## src/rtl/spi_reg_controller_if.sv

```systemverilog
// Byte-level link between the SPI slave shifter and the register controller.
// The shifter side drives frame/byte events; the controller side answers with bytes to transmit.
interface spi_reg_controller_if;
  logic       frame_start;
  logic       frame_end;
  logic       rx_valid;
  logic [7:0] rx_byte;
  logic [7:0] tx_byte;
  logic       tx_load;

  modport master (
    output frame_start, frame_end, rx_valid, rx_byte,
    input  tx_byte, tx_load
  );

  modport slave (
    input  frame_start, frame_end, rx_valid, rx_byte,
    output tx_byte, tx_load
  );
endinterface

```

## src/rtl/spi_reg_controller.sv

```systemverilog
// Command decoder and burst register file behind an SPI slave byte interface.
// Every response byte is loaded exactly one cycle after its frame_start or rx_valid.
module spi_reg_controller #(
  parameter int          ADDR_W  = 3,
  parameter logic [7:0]  ID_BYTE = 8'hA5
) (
  input  logic                         clk,
  input  logic                         rst_n,
  spi_reg_controller_if.slave          bus,
  input  logic [7:0]                   status_in,
  output logic [8*(2**ADDR_W)-1:0]     regs_q,
  output logic                         wr_pulse,
  output logic [ADDR_W-1:0]            wr_addr,
  output logic                         busy,
  output logic [7:0]                   frame_cnt,
  output logic [7:0]                   err_cnt
);

  localparam int                DEPTH       = 2**ADDR_W;
  localparam logic [ADDR_W-1:0] STATUS_ADDR = ADDR_W'(DEPTH - 1);
  localparam logic [7:0]        ERR_BYTE    = 8'hEE;

  typedef enum logic [2:0] {IDLE, CMD, WR, RD, DRAIN} state_e;

  state_e            state_q;
  logic [ADDR_W-1:0] ptr_q;
  logic [7:0]        mem_q [DEPTH];
  logic [7:0]        tx_byte_q;
  logic              tx_load_q;
  logic              wr_pulse_q;
  logic [ADDR_W-1:0] wr_addr_q;
  logic [7:0]        frame_cnt_q;
  logic [7:0]        err_cnt_q;

  logic [ADDR_W-1:0] cmd_addr;
  logic              cmd_bad;
  logic [ADDR_W-1:0] ptr_d;
  logic [7:0]        rd_cmd_val;
  logic [7:0]        rd_next_val;
  logic [7:0]        frame_cnt_d;
  logic [7:0]        err_cnt_d;

  always_comb begin
    cmd_addr    = bus.rx_byte[ADDR_W-1:0];
    // Any set bit between the R/W flag and the address field marks an unknown command.
    cmd_bad     = ((bus.rx_byte[6:0] >> ADDR_W) != 7'd0);
    ptr_d       = ptr_q + 1'b1;
    rd_cmd_val  = (cmd_addr == STATUS_ADDR) ? status_in : mem_q[cmd_addr];
    rd_next_val = (ptr_d == STATUS_ADDR) ? status_in : mem_q[ptr_d];
    frame_cnt_d = frame_cnt_q + 8'd1;
    err_cnt_d   = (err_cnt_q == 8'hFF) ? err_cnt_q : err_cnt_q + 8'd1;
  end

  always_ff @(posedge clk or negedge rst_n) begin
    if (!rst_n) begin
      state_q     <= IDLE;
      ptr_q       <= '0;
      tx_byte_q   <= 8'h00;
      tx_load_q   <= 1'b0;
      wr_pulse_q  <= 1'b0;
      wr_addr_q   <= '0;
      frame_cnt_q <= 8'h00;
      err_cnt_q   <= 8'h00;
      for (int k = 0; k < DEPTH; k++) mem_q[k] <= 8'h00;
    end else begin
      tx_load_q  <= 1'b0;
      wr_pulse_q <= 1'b0;
      if (bus.frame_start) begin
        // A new frame always restarts at the command slot, even mid-transaction.
        state_q     <= CMD;
        frame_cnt_q <= frame_cnt_d;
        tx_byte_q   <= ID_BYTE;
        tx_load_q   <= 1'b1;
      end else begin
        if (bus.rx_valid && state_q != IDLE) begin
          tx_load_q <= 1'b1;
          case (state_q)
            CMD: begin
              if (cmd_bad) begin
                state_q   <= DRAIN;
                err_cnt_q <= err_cnt_d;
                tx_byte_q <= ERR_BYTE;
              end else begin
                ptr_q <= cmd_addr;
                if (bus.rx_byte[7]) begin
                  state_q   <= RD;
                  tx_byte_q <= rd_cmd_val;
                end else begin
                  state_q   <= WR;
                  tx_byte_q <= 8'h00;
                end
              end
            end
            WR: begin
              if (ptr_q != STATUS_ADDR) begin
                mem_q[ptr_q] <= bus.rx_byte;
                wr_pulse_q   <= 1'b1;
                wr_addr_q    <= ptr_q;
              end
              ptr_q     <= ptr_d;
              tx_byte_q <= 8'h00;
            end
            RD: begin
              ptr_q     <= ptr_d;
              tx_byte_q <= rd_next_val;
            end
            DRAIN: tx_byte_q <= ERR_BYTE;
            default: tx_byte_q <= tx_byte_q;
          endcase
        end
        // Overrides the per-state next state so a final byte still completes first.
        if (bus.frame_end && state_q != IDLE) state_q <= IDLE;
      end
    end
  end

  always_comb begin
    regs_q = '0;
    for (int k = 0; k < DEPTH; k++) regs_q[8*k +: 8] = mem_q[k];
  end

  assign bus.tx_byte = tx_byte_q;
  assign bus.tx_load = tx_load_q;
  assign wr_pulse    = wr_pulse_q;
  assign wr_addr     = wr_addr_q;
  assign busy        = (state_q != IDLE);
  assign frame_cnt   = frame_cnt_q;
  assign err_cnt     = err_cnt_q;

endmodule

```

## src/flat_wrapper.sv

```systemverilog
// flat-port wrapper written by rule: the top's interface ports become plain ports
module spi_reg_controller_flat 
#(
  parameter int          ADDR_W  = 3,
  parameter logic [7:0]  ID_BYTE = 8'hA5
)
  (clk, rst_n, status_in, regs_q, wr_pulse, wr_addr, busy, frame_cnt, err_cnt, bus_frame_start, bus_frame_end, bus_rx_valid, bus_rx_byte, bus_tx_byte, bus_tx_load);
  spi_reg_controller_if bus_i ();
  input  logic clk;
  input  logic rst_n;
  input  logic [7:0] status_in;
  output logic [8*(2**ADDR_W)-1:0] regs_q;
  output logic wr_pulse;
  output logic [ADDR_W-1:0] wr_addr;
  output logic busy;
  output logic [7:0] frame_cnt;
  output logic [7:0] err_cnt;
  input wire logic [$bits(bus_i.frame_start)-1:0] bus_frame_start;
  input wire logic [$bits(bus_i.frame_end)-1:0] bus_frame_end;
  input wire logic [$bits(bus_i.rx_valid)-1:0] bus_rx_valid;
  input wire logic [$bits(bus_i.rx_byte)-1:0] bus_rx_byte;
  output wire logic [$bits(bus_i.tx_byte)-1:0] bus_tx_byte;
  output wire logic [$bits(bus_i.tx_load)-1:0] bus_tx_load;
  assign bus_i.frame_start = bus_frame_start;
  assign bus_i.frame_end = bus_frame_end;
  assign bus_i.rx_valid = bus_rx_valid;
  assign bus_i.rx_byte = bus_rx_byte;
  assign bus_tx_byte = bus_i.tx_byte;
  assign bus_tx_load = bus_i.tx_load;
  spi_reg_controller #(.ADDR_W(ADDR_W), .ID_BYTE(ID_BYTE)) u_core (.clk(clk), .rst_n(rst_n), .bus(bus_i), .status_in(status_in), .regs_q(regs_q), .wr_pulse(wr_pulse), .wr_addr(wr_addr), .busy(busy), .frame_cnt(frame_cnt), .err_cnt(err_cnt));
endmodule
```

## config.mk

```make
export PLATFORM = sky130hd
export DESIGN_NAME = spi_reg_controller_flat
export DESIGN_NICKNAME = d
export VERILOG_FILES = /design/src/rtl/spi_reg_controller_if.sv /design/src/rtl/spi_reg_controller.sv /design/src/flat_wrapper.sv
export SDC_FILE = /design/constraint.sdc
export NUM_CORES = 1
export LEC_CHECK = 0
export BUFFER_PORTS_ARGS = -buffer_cell sky130_fd_sc_hd__buf_2
export CORE_MARGIN = 2
export CORE_UTILIZATION = 57
export CTS_BUF_LIST = sky130_fd_sc_hd__clkbuf_4 sky130_fd_sc_hd__clkbuf_8
export DETAILED_ROUTE_END_ITERATION = 8
export PLACE_DENSITY = 0.83
export SETUP_SLACK_MARGIN = 0.02
export SLEW_MARGIN = 30
export SYNTH_ARGS = -nofsm -noshare
export SYNTH_HDL_FRONTEND = slang
export SYNTH_SLANG_ARGS = --single-unit
```

## constraint.sdc

```tcl
create_clock -name clk -period 3.3 [get_ports clk]
set_input_delay 0.66 -clock clk [delete_from_list [all_inputs] [get_ports clk]]
set_output_delay 0.66 -clock clk [all_outputs]
set_load 0.01 [all_outputs]
```

==> results of run 1 <==
==> logic make-up after synthesis <==
group,count (synthesis)
muxes,116
DFF,99
and+or+nand+nor,93
AOI/OAI and AO/OA,39
buffers and inverters,35
xor gates and xnor gates,14
adders and majority gates,5
==> state kept, by name, indices dropped and copies added, names as in the netlist <==
name and count:
u_core.wr_addr 3, u_core.wr_pulse 1, u_core.regs_q 64, u_core.bus.tx_load 1
u_core.err_cnt 8, u_core.frame_cnt 8, u_core.bus.tx_byte 8, u_core.ptr_q 3
u_core.state_q 3
==> cell usage after synthesis (all sizes together), types with 2 or more instances <==
cell type | count | share of area
or3 | 3 | 0.0036
nor3 | 7 | 0.0088
a2111oi | 2 | 0.0033
a211oi | 3 | 0.0043
dfrtp | 99 | 0.47
buf | 12 | 0.012
and3 | 3 | 0.0036
mux4 | 26 | 0.11
nand2 | 25 | 0.018
o21ai | 6 | 0.0057
o22ai | 2 | 0.0024
mux2i | 18 | 0.034
clkbuf | 15 | 0.011
nor2b | 6 | 0.0072
nor3b | 3 | 0.0043
xnor2 | 6 | 0.010
ha | 5 | 0.012
or4 | 3 | 0.0050
nor4 | 6 | 0.013
and4 | 3 | 0.0050
a31oi | 4 | 0.0048
nand4 | 6 | 0.0095
a311o | 2 | 0.0038
a21oi | 6 | 0.0057
nand2b | 3 | 0.0041
o21bai | 2 | 0.0029
xor2 | 8 | 0.013
inv | 8 | 0.0057
nor2 | 9 | 0.0064
or2 | 3 | 0.0036
nand3 | 10 | 0.010
a32oi | 2 | 0.0033
mux2 | 72 | 0.15
==> worst register-to-register path: stages (launching register included) <==
cell      delay [ps]
dfrtp_1          550
nand2b_1         340
or4_4            620
nor4b_4          800
mux2_2           410
==> metal layers <==
metal	share of wire	routed length, um	up-vias	track usage
li1	-	-	1732	-
met1	0.41	5610	2013	0.389
met2	0.49	6610	215	0.450
met3	0.073	991	40	0.0536
met4	0.026	346	0	0.0948
met5	0	0	-	0
==> stage by stage <==
| stage | power, W | utilization |
|---|---|---|
| 2_1_floorplan | 0.00185 | - |
| 3_5_place_dp | 0.00211 | 0.655 |
| 6_report | 0.00283 | 0.676 |
| 3_3_place_gp | 0.00208 | 0.655 |
| 5_1_grt | 0.00296 | 0.676 |
| 4_1_cts | 0.00284 | 0.676 |
==> how the worst max path moves through the flow <==
| stage | slack (ps) | end | depth (start not counted) |
|---|---|---|---|
| 2_1_floorplan | 470 | u_core.bus.tx_byte[6]$_DFFE_PN0P_ | 9 |
| 3_3_place_gp | 410 | u_core.regs_q[17]$_DFFE_PN0P_ | 5 |
| 3_5_place_dp | 420 | u_core.regs_q[22]$_DFFE_PN0P_ | 5 |
| 4_1_cts | 580 | u_core.regs_q[16]$_DFFE_PN0P_ | 4 |
| 5_1_grt | 350 | u_core.regs_q[20]$_DFFE_PN0P_ | 4 |
| 6_report | 460 | u_core.regs_q[21]$_DFFE_PN0P_ | 4 |
==> power breakdown <==
part           switching, W  internal, W  total [W]
clock              0.000442     0.000302   0.000744
sequential         0.000108      0.00131    0.00142
combinational      0.000384     0.000286   0.000670
==> final cells by class <==
class | instances | area (um2) | area share
clock buffer | 10 | 138 | 0.0225
clock inverter | 6 | 47.5 | 0.00776
inverter | 8 | 30.0 | 0.00490
multi-input combinational | 267 | 2620 | 0.428
sequential | 99 | 2480 | 0.405
tap | 111 | 139 | 0.0227
timing repair buffer | 125 | 668 | 0.109
==> flow_summary.yaml, run 1 <==
status:
  status: "complete, no violations"
logic_synthesis:
  syn_nets: 427
  synth_top_family_by_area: "multiplexers"
  synthSimpleGateAreaFrac: 0.111
  synthAdderAreaFrac: 0.0119
  synth.mux.area_fraction: 0.300
  synth_edf_count: 0
  avgSynthCellArea_um2: 13.1
  ys_warn_count: 0
  ys_ff_latch: 99
  async_reset_ff_frac: 1.00
  ys_types: 56
  ys_seq_area_frac: 0.472
  synth_compound_area_frac: 0.0529
  synth-main-ff-cell: "dfrtp_1"
  syn-cell-area_um2: 5250
  synth_xor_area_frac: 0.0234
  syn_inst: 401
drt:
  drcViolationCount: 0
  drt_iter0_markers: 294
  avgViaCountPerCell: 6.39
  wl_per_cell_um: 21.7
  drtPass1Iterations: 5
  antenna_left: 0
  vias: 4000
  totalWireLength_um: 13600
sta:
  slew_violations: 0
  fin_skew_ps: 12.5
  worst-slew-pin-transition_ps: 916
  finalSetupTns_ps: 0
  layout_setup_ws_ps: 463
  final_hold_viol_count: 0
  fin_crit_sh: 0.860
  fin_crit_ps: 2840
  hold_ws_ps: 299
  setup_viol_count_final: 0
  fmax_mhz: 352
  slew_headroom: 0.387
  rsz0062_at_grt: "no"
worst_setup_path:
  startpoint: "u_core.state_q[1]$_DFFE_PN0P_"
  r2r_end: "u_core.regs_q[21]$_DFFE_PN0P_"
  rrSetupSlack_ps: 460
  worstPathCellList: "nand2b_1 -> or4_4 -> nor4b_4 -> mux2_2"
  critPathSlowestCell: "nor4b_4"
  end_kind: "register"
  worstReg2RegStart: "u_core.state_q[1]$_DFFE_PN0P_"
  critical-path-max-stage-delay_ps: 800
  path_max_fanout: 12
  cp_data_arrival_time_ps: 3090
  path_buf_inv: 0
  cpLargestDelayFamily: "simple AND/OR/NAND/NOR gates"
  r2r_cells: 4
  start_kind: "register"
  critPathKind: "register to register"
  required_ps: 3560
clocking:
  cts_resized: 0
  cts_buffers: 9
  cts.sinks: 99
  path_clk_slew_ps: 100
  cts_buffer_depth: 2
  cts_setup_buffers: 0
  cts_hold_buf: 0
  htreeDepth: 3
  cts_tree: "built"
  clk_latency_ps: 370
  cts_root_buf: "clkbuf_8"
die:
  start_util: 0.579
  fp.dieH_um: 100
  die_area_um2: 9990
  rows: 35
  core_um2: 9060
  die_x_um: 100
  top_level_ports: 115
layout:
  diodes: 0
  instances_no_fill: 626
  area_growth_pct: 16.7
  drive_above_1_share: 0.493
  nFillCells: 672
  layout_common_cells: "113 x buf_2, 99 x dfrtp_1, 72 x mux2_2"
  fin_area_um2: 6120
  final_nets: 536
  final_common_cell: "buf_2"
grt:
  antenna_found_initial: 0
  grt_pass1_vias: 3850
  grt_first_pass_wirelength_um: 21200
  grt_start_max_net_pins: 53
  overflow: 0
  grt_usage: 0.280
placed_design:
  dpl.cell_count: 610
  globalplace.congestion: 0.946
  hpwl_um: 9720
  io_buffers: 114
  postPlaceCellArea_um2: 5940
  pre_cts_slack_ps: 420
worst_hold_path:
  hold_class: "input pin to async pin"
power:
  p_leak_nw: 3.13
  power.density_nw_per_um2: 462
  ir_drop_uv: 320
flow_run:
  cap_violations: 0
Note: power is estimated with default switching activity, not from simulation.
==> inputs of run 2 (changes only) <==
Settings changed: CORE_UTILIZATION 57 to 40, PLACE_DENSITY 0.83 to not set.
==> run 2 against run 1 <==
Against the previous run:
- core utilization fell by 18 points
- hold slack worse by 15 ps
- critical endpoint is now u_core.regs_q[62]$_DFFE_PN0P_
- largest cell class unchanged
- final area up 2.0%
- highest routed layer unchanged
==> flow_summary.yaml, run 2 (same netlist as run 1, synthesis figures left out) <==
worst_setup_path:
  critical-path-max-stage-delay_ps: 630
  end_kind: "register"
  required_ps: 3560
  start_kind: "register"
  critPathKind: "register to register"
  worstPathCellList: "nand2b_1 -> or4_4 -> inv_2 -> nand4_2 -> mux2_2"
  critPathSlowestCell: "or4_4"
  cp_data_arrival_time_ps: 2990
  path_max_fanout: 12
  rrSetupSlack_ps: 570
layout:
  drive_above_1_share: 0.497
  multi_input_area_um2: 2620
  largest_reg_flops: 64
  final_nets: 540
  final_common_cell: "buf_2"
  area_growth_pct: 19.0
  diodes: 0
  instances_no_fill: 691
  nFillCells: 1197
  register_area_um2: 2480
  layout_common_cells: "113 x buf_2, 99 x dfrtp_1, 72 x mux2_2"
clocking:
  path_clk_slew_ps: 100
  cts_root_buf: "clkbuf_8"
  cts_tree: "built"
  cts_buffers: 9
  cts_hold_buf: 0
  cts.sinks: 99
  cts_resized: 0
  clk_latency_ps: 380
  htreeDepth: 3
  cts_setup_buffers: 0
  cts_buffer_depth: 2
placed_design:
  hpwl_um: 10800
  dpl.cell_count: 675
  io_buffers: 114
  globalplace.congestion: 0.862
  pre_cts_slack_ps: 491
drt:
  drcViolationCount: 0
  vias: 3947
  drtPass1Iterations: 6
  antenna_left: 0
  totalWireLength_um: 15100
  drt_iter0_markers: 208
  wl_per_cell_um: 21.8
  avgViaCountPerCell: 5.71
sta:
  setup_viol_count_final: 0
  fin_skew_ps: 12.2
  finalSetupTns_ps: 0
  rsz0062_at_grt: "no"
  slew_headroom: 0.538
  slew_violations: 0
  worst-slew-pin-transition_ps: 692
  final_hold_viol_count: 0
  fin_crit_sh: 0.827
  hold_ws_ps: 284
  fmax_mhz: 367
  layout_setup_ws_ps: 572
  fin_crit_ps: 2730
grt:
  grt_first_pass_wirelength_um: 23300
  grt_start_max_net_pins: 55
  grt_pass1_vias: 3911
  grt_usage: 0.219
  overflow: 0
  antenna_found_initial: 0
die:
  fp.dieH_um: 119
  core_um2: 12700
  start_util: 0.413
  die_x_um: 119
  top_level_ports: 115
  die_area_um2: 14100
  rows: 41
power:
  p_total_w: 0.00291
  power.density_nw_per_um2: 466
  p_leak_nw: 3.15
  ir_drop_uv: 212
status:
  status: "complete, no violations"
worst_hold_path:
  hold_class: "input pin to async pin"
flow_run:
  cap_violations: 0
-- run 2: cell type report --
cell class                 instances  area share
clock inverter                     7      0.0122
tap                              172      0.0345
inverter                           8     0.00481
clock buffer                       9      0.0198
sequential                        99       0.397
timing repair buffer             129       0.112
multi-input combinational        267       0.420
-- run 2: through the flow --
| step | utilization | area (um2) |
|---|---|---|
| after floorplan | - | 5250 |
| after global placement | 0.475 | 6040 |
| after detailed placement | 0.475 | 6040 |
| after CTS | 0.491 | 6240 |
| after global routing | 0.491 | 6240 |
| final | 0.491 | 6240 |
-- run 2: report_power, final --
group          leakage (nW)  internal, W  switching (W)  total (W)
logic                  1.74     0.000289       0.000396   0.000686
registers              1.32      0.00131       0.000108    0.00142
clock network        0.0958     0.000354       0.000454   0.000808
-- run 2: worst paths after layout --
kind                       cells after the start                         endpoint                       startpoint
setup reg to reg                               5    u_core.regs_q[62]$_DFFE_PN0P_    u_core.state_q[1]$_DFFE_PN0P_
min in group clk                               1  u_core.frame_cnt[7]$_DFFE_PN0P_  u_core.frame_cnt[7]$_DFFE_PN0P_
setup / recovery                               5    u_core.regs_q[62]$_DFFE_PN0P_    u_core.state_q[1]$_DFFE_PN0P_
hold / removal                                 1    u_core.err_cnt[0]$_DFFE_PN0P_                            rst_n
hold reg to reg                                1  u_core.frame_cnt[7]$_DFFE_PN0P_  u_core.frame_cnt[7]$_DFFE_PN0P_
max in group asynchronous                      2    u_core.regs_q[50]$_DFFE_PN0P_                            rst_n
-- run 2: worst max-delay path: cells and delay by family, from the launching register on --
family / cells / cell delay, ps
flip-flops: 1 / 550
multiplexers: 1 / 450
buffers and inverters: 1 / 180
AND/OR/NAND/NOR: 3 / 1420
-- run 2: layer usage --
metal  track usage  share of wire  wire (um)
met1         0.323           0.46       6890
met2         0.333           0.46       6950
met3        0.0372          0.065        980
met4        0.0647          0.015        231
met5             0              0          0
==> inputs of run 3 (changes only) <==
Clock period 3.3 ns to 2.41 ns, I/O delays scaled along.
==> run 3 against run 2 <==
Against the previous run:
- die area unchanged
- critical path depth rose by 1
- sequential share of layout area decreased by 1.4 points
- global-route usage grew 0.80 points
- flip-flop and latch count did not move
- core utilization is 1.8 points higher
- non-clock buffer count is 23 higher
- final area grew 3.7%
- wire length rose by 2.1%
- via count grew 3.3%
- final cell count grew 3.2%
==> flow_summary.yaml, run 3 (same netlist as run 1, synthesis figures left out) <==
layout:
  layout_common_cells: "113 x buf_2, 99 x dfrtp_1, 72 x mux2_2"
  multi_input_area_um2: 2650
  drive_above_1_share: 0.519
  register_area_um2: 2480
  final_common_cell: "buf_2"
  diodes: 0
  area_growth_pct: 23.4
  nFillCells: 1181
  largest_reg_flops: 64
  final_nets: 563
clocking:
  cts_buffer_depth: 2
  cts_buffers: 9
  cts_tree: "built"
  htreeDepth: 3
  cts.sinks: 99
  cts_hold_buf: 0
  path_clk_slew_ps: 90
  cts_root_buf: "clkbuf_8"
  clk_latency_ps: 380
power:
  ir_drop_uv: 282
  power.density_nw_per_um2: 622
  p_total_w: 0.00403
  p_leak_nw: 3.30
drt:
  vias: 4078
  route.met2.wl_um: 7010
  highest_layer: "met4"
  wl_met1_um: 6960
  avgViaCountPerCell: 5.72
  drt_iter0_markers: 214
  wl_met3_um: 938
  drtPass1Iterations: 4
  totalWireLength_um: 15400
  wl_per_cell_um: 21.5
  drcViolationCount: 0
  antenna_left: 0
sta:
  fin_crit_sh: 0.967
  fmax_mhz: 429
  fin_crit_ps: 2330
  layout_setup_ws_ps: 79.1
  slew_headroom: 0.527
  finalSetupTns_ps: 0
  slew_violations: 0
  final_hold_viol_count: 0
  fin_skew_ps: 8.51
  setup_viol_count_final: 0
  rsz0062_at_grt: "no"
  worst-slew-pin-transition_ps: 708
worst_setup_path:
  path_max_fanout: 6
  cp_data_arrival_time_ps: 2600
  startpoint: "u_core.ptr_q[0]$_DFFE_PN0P_"
  critPathKind: "register to register"
  end_kind: "register"
  r2r_end: "u_core.regs_q[30]$_DFFE_PN0P_"
  start_kind: "register"
  worstSetupEndpoint: "u_core.regs_q[30]$_DFFE_PN0P_"
  required_ps: 2680
  worstReg2RegStart: "u_core.ptr_q[0]$_DFFE_PN0P_"
  r2r_cells: 6
  rrSetupSlack_ps: 80
grt:
  grt_usage: 0.228
  antenna_found_initial: 0
  grt_pass1_vias: 4128
  grt_first_pass_wirelength_um: 24300
  grt_start_max_net_pins: 42
  overflow: 0
placed_design:
  globalplace.congestion: 0.862
  pre_cts_slack_ps: -51.5
  hpwl_um: 11400
  io_buffers: 114
die:
  top_level_ports: 115
  rows: 41
  start_util: 0.413
  die_area_um2: 14100
  core_um2: 12700
  die_x_um: 119
  fp.dieH_um: 119
worst_hold_path:
  hold_class: "input pin to async pin"
status:
  status: "complete, no violations"
flow_run:
  cap_violations: 0
run 3: worst min-delay path by stage:
stage                                               start                                end  slack, ps  cells past startpoint
after floorplan                                     rst_n  u_core.bus.tx_byte[0]$_DFFE_PN0P_        190                      0
after detailed placement  u_core.frame_cnt[7]$_DFFE_PN0P_    u_core.frame_cnt[7]$_DFFE_PN0P_        470                      1
after CTS                                           rst_n    u_core.frame_cnt[2]$_DFFE_PN0P_         80                      1
after global routing                                rst_n    u_core.frame_cnt[3]$_DFFE_PN0P_        100                      1
final                                               rst_n      u_core.err_cnt[5]$_DFFE_PN0P_         80                      1
after global placement    u_core.frame_cnt[7]$_DFFE_PN0P_    u_core.frame_cnt[7]$_DFFE_PN0P_        460                      1
run 3: power by group:
part	total, W	switching [W]	internal [W]
sequential	0.00194	0.000146	0.00179
combinational	0.000996	0.000559	0.000437
clock	0.00110	0.000582	0.000515
total	0.00403	0.00129	0.00274
run 3: timing repair:
| action | CTS | global route |
|---|---|---|
| setup endpoints to repair | 8 | 36 |
| resized for setup | 1 | 5 |
| pin swaps | 0 | 1 |
| setup buffers | 0 | 1 |
run 3: critical path: stages (launching register included):
cell,delay (ps)
dfrtp_1,410
ha_1,200
ha_1,170
or4_4,590
nor3_4,250
buf_4,240
mux2_2,350
run 3: metal layers:
layer  GRT usage  vias to the layer above
li1            -                     1782
met1       0.315                     2109
met2       0.348                      159
met3      0.0449                       28
met4      0.0967                        0
met5           0                        -
run 3: metrics by stage:
step / cell area, um2 / cells / hold WS (ps) / utilization
after floorplan: 5260 / 401 / 186 / -
after global placement: 6250 / 697 / 457 / 0.491
after detailed placement: 6250 / 697 / 474 / 0.491
after CTS: 6450 / 712 / 78.4 / 0.507
after global routing: 6480 / 713 / 97.1 / 0.509
final: 6480 / 713 / 80.8 / 0.509
run 3: layout make-up:
cell class              count  area share
clock buffers              11      0.0224
clock inverters             4     0.00792
inverters                   8     0.00502
multi-input cells         267       0.408
flip-flops and latches     99       0.382
well taps                 172      0.0332
repair buffers            152       0.141
